--- config.mk ---
export PLATFORM = sky130hd
export DESIGN_NAME = freq_gate_ctrl
export DESIGN_NICKNAME = d
export VERILOG_FILES = /design/src/rtl/freq_gate_ctrl.sv
export SDC_FILE = /design/constraint.sdc
export NUM_CORES = 1
export LEC_CHECK = 0
export CAP_MARGIN = 10
export CORE_UTILIZATION = 60
export DETAILED_ROUTE_END_ITERATION = 12
export PLACE_DENSITY = 0.8
export SLEW_MARGIN = 40
export SYNTH_ARGS = -nofsm -noshare
export SYNTH_HDL_FRONTEND = slang
export SYNTH_SLANG_ARGS = --single-unit
--- constraint.sdc ---
create_clock -name clock -period 3.1 [get_ports clock]
set_input_delay 0.775 -clock clock [delete_from_list [all_inputs] [get_ports clock]]
set_output_delay 0.775 -clock clock [all_outputs]
set_load 0.02 [all_outputs]
--- src/rtl/freq_gate_ctrl.sv ---
// Gate-window sequencer for a TTL frequency meter: conditions the input, times
// the gate for the selected range and strobes clear/count/latch to the decade chain.
module freq_gate_ctrl #(
  parameter int unsigned TICKS_PER_MS = 50000,
  parameter int unsigned GATE_W       = 32
) (
  input  logic       clock,
  input  logic       clear_n,
  input  logic       run,
  input  logic [1:0] range_sel,
  input  logic       sig_in,
  input  logic       carry_top,
  output logic       cnt_clear,
  output logic       cnt_en,
  output logic       latch,
  output logic       overflow,
  output logic [1:0] range_act,
  output logic       busy
);

  localparam int unsigned G_R0 = TICKS_PER_MS * 10;
  localparam int unsigned G_R1 = TICKS_PER_MS * 100;
  localparam int unsigned G_R2 = TICKS_PER_MS * 1000;
  localparam int unsigned G_R3 = TICKS_PER_MS * 10000;

  localparam logic [GATE_W-1:0] LOAD_R0 = GATE_W'(G_R0 - 1);
  localparam logic [GATE_W-1:0] LOAD_R1 = GATE_W'(G_R1 - 1);
  localparam logic [GATE_W-1:0] LOAD_R2 = GATE_W'(G_R2 - 1);
  localparam logic [GATE_W-1:0] LOAD_R3 = GATE_W'(G_R3 - 1);

  typedef enum logic [2:0] {
    S_IDLE   = 3'd0,
    S_CLEAR  = 3'd1,
    S_GATE   = 3'd2,
    S_SETTLE = 3'd3,
    S_LATCH  = 3'd4
  } state_t;

  state_t            state_q, state_d;
  logic [GATE_W-1:0] gate_cnt_q, gate_cnt_d;
  logic [1:0]        range_q, range_d;
  logic              ovf_acc_q, ovf_acc_d;
  logic              overflow_q, overflow_d;
  logic              s1_q, s2_q, s3_q;
  logic              sig_edge_c;
  logic [GATE_W-1:0] gate_load_c;

  // s1/s2 form the synchroniser, s3 is the history flop for edge detection
  assign sig_edge_c = s2_q & ~s3_q;

  always_comb begin
    gate_load_c = LOAD_R0;
    case (range_sel)
      2'd0:    gate_load_c = LOAD_R0;
      2'd1:    gate_load_c = LOAD_R1;
      2'd2:    gate_load_c = LOAD_R2;
      default: gate_load_c = LOAD_R3;
    endcase
  end

  always_ff @(posedge clock) begin
    if (!clear_n) begin
      state_q    <= S_IDLE;
      gate_cnt_q <= '0;
      range_q    <= '0;
      ovf_acc_q  <= 1'b0;
      overflow_q <= 1'b0;
      s1_q       <= 1'b0;
      s2_q       <= 1'b0;
      s3_q       <= 1'b0;
    end else begin
      state_q    <= state_d;
      gate_cnt_q <= gate_cnt_d;
      range_q    <= range_d;
      ovf_acc_q  <= ovf_acc_d;
      overflow_q <= overflow_d;
      s1_q       <= sig_in;
      s2_q       <= s1_q;
      s3_q       <= s2_q;
    end
  end

  always_comb begin
    state_d    = state_q;
    gate_cnt_d = gate_cnt_q;
    range_d    = range_q;
    ovf_acc_d  = ovf_acc_q;
    overflow_d = overflow_q;
    case (state_q)
      S_IDLE: begin
        if (run) state_d = S_CLEAR;
      end
      S_CLEAR: begin
        range_d    = range_sel;
        gate_cnt_d = gate_load_c;
        ovf_acc_d  = 1'b0;
        state_d    = S_GATE;
      end
      S_GATE: begin
        if (carry_top) ovf_acc_d = 1'b1;
        if (gate_cnt_q == '0) begin
          state_d = S_SETTLE;
        end else begin
          gate_cnt_d = gate_cnt_q - GATE_W'(1);
        end
      end
      S_SETTLE: begin
        state_d = S_LATCH;
      end
      S_LATCH: begin
        overflow_d = ovf_acc_q;
        state_d    = run ? S_CLEAR : S_IDLE;
      end
      default: begin
        state_d = S_IDLE;
      end
    endcase
  end

  // Strobes decode straight from the state register; cnt_en also gates on the flop-derived edge
  assign cnt_clear = (state_q == S_CLEAR);
  assign cnt_en    = (state_q == S_GATE) & sig_edge_c;
  assign latch     = (state_q == S_LATCH);
  assign busy      = (state_q != S_IDLE);
  assign overflow  = overflow_q;
  assign range_act = range_q;

endmodule

# == Word level (Yosys, flattened, before mapping) ==
# Index checks and enable logic that the tools add are counted.
# op_classes
add_sub_neg,1
n_eq_ne,10
n_mux,9
bitwise_logic,3
reduce_logical,8
# op_table
operator,n
29-bit case mux with 3 select lines,1
32-bit case mux with 2 select lines,1
32-bit logical NOT,1
32-bit two-way mux,1
32-bit by 1-bit subtractor with 32-bit output (second input constant),1
3-bit case mux with 5 select lines,1
2-bit inequality test (second input constant),4
3-bit by 2-bit == test with 1-bit output (second input constant),2
3-bit two-way mux,2
2-bit AND reduction,3
3-bit by 1-bit == test with 1-bit output (second input constant),1
3-bit == test (second input constant),1
3-bit logical NOT,1
3-bit nonzero test,1
1-bit AND,2
2-bit by 1-bit == test with 1-bit output (second input constant),1
2-bit == test (second input constant),1
2-bit logical NOT,1
1-bit two-way mux,2
1-bit case mux with 2 select lines,1
2-bit nonzero test,1
1-bit NOT,1
# totals
reg_bits,42
out_inout_bits,7
elab_cells,39

# == Longest topological paths before layout ==
# Gate-level depths: netlist (run 1).
# logic_depth
ltp_word,3
depth_mapped,8
mapped_depth_nobuf,7

# == Worst setup path after synthesis (run 1) ==
# No wires, ideal clock.
# synth_path
kind,reg2out
start,register state_q[1]
end,output cnt_en
arrival_ns,1.934
t_required_ns,2.325
path_slack_ns,0.391
stages_incl_launch_ff,6
path_buffers,3
path_cell_list,dfxtp_1 -> clkbuf_1 -> or3b_2 -> clkbuf_1 -> clkbuf_1 -> nor3b_1
# synth_between
elab_chain_cells,2
# synth_lines
element,line_no,source
start: declaration,39,"state_t state_q, state_d;"
start signal: assignment,72,state_q <= state_d;
3-bit by 2-bit == test with 1-bit output,122,assign cnt_en = (state_q == S_GATE) & sig_edge_c;
1-bit AND,122,
end: declaration,14,"output logic cnt_en,"
# Every way passes these cells.

# == Worst setup path in the final report (run 1) ==
# Ends and elaborated chain as after synthesis.

==> impl_metrics.json, run 1 <==
{
  "n_fill_cell": 345,
  "max_freq_mhz": 346,
  "p_leak_nw": 1.09,
  "yosys_register_bits": 42,
  "synth_area_leaders": "dfxtp_1 (32%), a21oi_1 (4.2%), nor2_1 (4.2%), ha_1 (3.8%), nor3_1 (3.5%)",
  "dieArea_mm2": 0.00461,
  "syn-num-nets": 339,
  "rows": 23,
  "die_w_um": 67.9,
  "relSlewSlack_pct": 42.5,
  "cts-root-buf": "clkbuf_8",
  "final_antenna_net_count": 0,
  "utilization_pct": 71.4,
  "routed_wl_um": 7080,
  "p_total_mw": 2.77,
  "core_area_mm2": 0.00409,
  "ctsLongestPathBuffers": 2,
  "vias": 2645,
  "cts_tree": "built",
  "io_buffers": 13,
  "setup.worst_path.class": "register to output pin",
  "detail_route.iter0.violations": 267,
  "antenna_found_initial": 0,
  "cts_buffers": 5,
  "drv_cap": 0,
  "worstSetupEndpoint": "cnt_en",
  "start_kind": "register",
  "initial_core_util_pct": 63.7,
  "seq_area_um2": 841,
  "rrSetupSlack_ps": 730,
  "end_kind": "output pin",
  "clk_latency_ps": 290,
  "finalHoldViolCount": 0,
  "cp.depth": 3,
  "cts-resized-gates": 0,
  "diodes": 0,
  "grtUsageMet2_pct": 52.1,
  "status": "finished, final reports clean",
  "crit_path_max_fanout": 8,
  "multi_input_area_mm2": 0.00162,
  "drcViolationCount": 0,
  "met3_usage_pct": 6.17,
  "grt_max_degree": 30,
  "viasPerCell": 6.87,
  "timing.rr.start": "gate_cnt_q[0]$_SDFFE_PN0P_",
  "num_io_pins": 14,
  "r2r_cells": 8,
  "hold_class": "register to register",
  "rsz0062_at_grt": "false",
  "cts_sinks": 42,
  "seq_area_frac_synth_pct": 32.3,
  "grt_util_met1_pct": 45.3,
  "nNetsFinal": 349,
  "syn_area_per_cell_um2": 8.04,
  "drt-pass1-iter-count": 5,
  "synth_edf_count": 0,
  "required_ps": 2320,
  "crit_buf_inv": 1,
  "busiest_layer": "met2",
  "clk_pin_slew_ps": 80,
  "fin_skew_ps": 6.51,
  "cpPeakStageDelay_ps": 630,
  "crit_chain": "or3b_2 > nor3b_1 > clkdlybuf4s50_1",
  "crit_start": "state_q[1]$_SDFFE_PN0P_",
  "synthCells": 324,
  "synth_top_cell_by_area": "dfxtp_1",
  "final_cell_mix": "dfxtp_1 (42), nor2_1 (29), a21oi_1 (22), nand2_1 (19), nor3_1 (17)",
  "setup_viol": 0,
  "gp_congestion": 0.948,
  "grt_pass1_wl_um": 11400,
  "synth_ff_type": "dfxtp_1",
  "avgRoutedWirePerCell_um": 18.4,
  "cellPowerDensity_mw_per_mm2": 949,
  "cts_max_level": 2,
  "layout-drive-gt1-share_pct": 10.7,
  "vdd.ir_drop.worst_uv": 613,
  "grt_usage_pct": 33.2,
  "post-route-min-period_ps": 2890,
  "r2r_end": "gate_cnt_q[8]$_SDFFE_PN0P_",
  "critPathArrivalTime_ps": 2110,
  "hpwl_um": 4790,
  "fin_crit_sh_pct": 93.1,
  "tightest_slew_ps": 860,
  "grt-ovfl-total": 0,
  "finalSetupTns_ps": 0,
  "slowest_stage": "clkdlybuf4s50_1",
  "area_growth_pct": 12.0,
  "fin_hold_ws_ps": 450,
  "synth.cell_area_mm2": 0.00260,
  "grt_pass1_vias": 2294,
  "postCtsSetupBuffers": 0,
  "yosys_warnings": 0,
  "async_reset_ff_share_pct": 0,
  "synth.distinct_cells": 62,
  "fin_ws_ps": 213,
  "synth_top_area_share_pct": 32.3,
  "die_h_um": 67.9,
  "cts_hold_buf": 0,
  "cp_top_family": "simple AND/OR/NAND/NOR gates",
  "drv_slew": 0,
  "pre_cts_ws_ps": 541,
  "layout_commonest_cell": "dfxtp_1"
}
layout make-up:
cell class | instances | share of cell area (%)
flip-flops and latches | 42 | 28.8
clock buffers | 7 | 2.62
inverters | 11 | 1.42
multi-input cells | 245 | 55.4
repair buffers | 29 | 8.58
clock inverters | 1 | 1.03
well taps | 50 | 2.15
kinds of logic after synthesis:
family                   share of synthesized area (%)
buffers and inverters                             5.91
AND/OR/NAND/NOR                                   27.9
multiplexers                                     0.384
flip-flops                                        32.3
XOR/XNOR                                         0.673
AO/OA/AOI/OAI                                     29.0
adder cells (fa/ha/maj)                           3.84
flip-flops by register name (all words and copies together) (netlist names):
signal      cells
gate_cnt_q     32
s3_q            1
range_act       2
s2_q            1
state_q         3
ovf_acc_q       1
overflow        1
s1_q            1
metrics by stage:
stage	cells	area, um^2
2_1_floorplan	324	2610
3_3_place_gp	377	2810
3_5_place_dp	377	2810
4_1_cts	385	2920
5_1_grt	385	2920
6_report	385	2920
where the power goes:
| part | internal (mW) | total [mW] | switching, mW |
|---|---|---|---|
| Combinational | 0.572 | 1.51 | 0.934 |
| Clock | 0.241 | 0.432 | 0.191 |
| Sequential | 0.663 | 0.828 | 0.165 |
cell usage after synthesis, drive strengths merged, types with 2 or more instances:
library cell / n
a2111o: 2
a2111oi: 2
a211oi: 4
a21oi: 22
a22o: 4
a22oi: 6
a31oi: 11
a32oi: 2
and2: 7
and3: 2
and4: 3
buf: 7
clkbuf: 19
dfxtp: 42
ha: 8
inv: 11
nand2: 20
nand2b: 3
nand3: 6
nand4: 9
nor2: 30
nor3: 18
nor3b: 3
nor4: 10
nor4b: 2
o21a: 3
o21ai: 9
o22ai: 4
o311ai: 6
o31a: 3
o31ai: 12
o32ai: 3
o41ai: 2
or2: 2
or3: 6
or4: 6
xnor2: 2
metal layers:
layer	part of all wire (%)	vias up
met4	2.6	0
met2	45	124
met5	0	-
met3	7.5	18
li1	-	1267
met1	45	1236
how the worst min path moves through the flow:
stage,startpoint,to,slack (ps),depth (start not counted)
2_1_floorplan,s1_q$_SDFF_PN0_,s2_q$_SDFF_PN0_,410,1
3_3_place_gp,s1_q$_SDFF_PN0_,s2_q$_SDFF_PN0_,420,1
3_5_place_dp,s1_q$_SDFF_PN0_,s2_q$_SDFF_PN0_,430,1
4_1_cts,s1_q$_SDFF_PN0_,s2_q$_SDFF_PN0_,450,1
5_1_grt,gate_cnt_q[16]$_SDFFE_PN0P_,gate_cnt_q[16]$_SDFFE_PN0P_,490,2
6_report,s1_q$_SDFF_PN0_,s2_q$_SDFF_PN0_,450,1
(Power assumes the default switching activity.)
==> run 2, diff against run 1 <==
--- a/config.mk
+++ b/config.mk
@@ -7,6 +7,7 @@
 export LEC_CHECK = 0
 export CAP_MARGIN = 10
 export CORE_UTILIZATION = 60
+export CTS_CLUSTER_SIZE = 40
 export DETAILED_ROUTE_END_ITERATION = 12
 export PLACE_DENSITY = 0.8
 export SLEW_MARGIN = 40
==> results of run 2 <==
Final layout, timing and power as in run 1 (identical DEF).
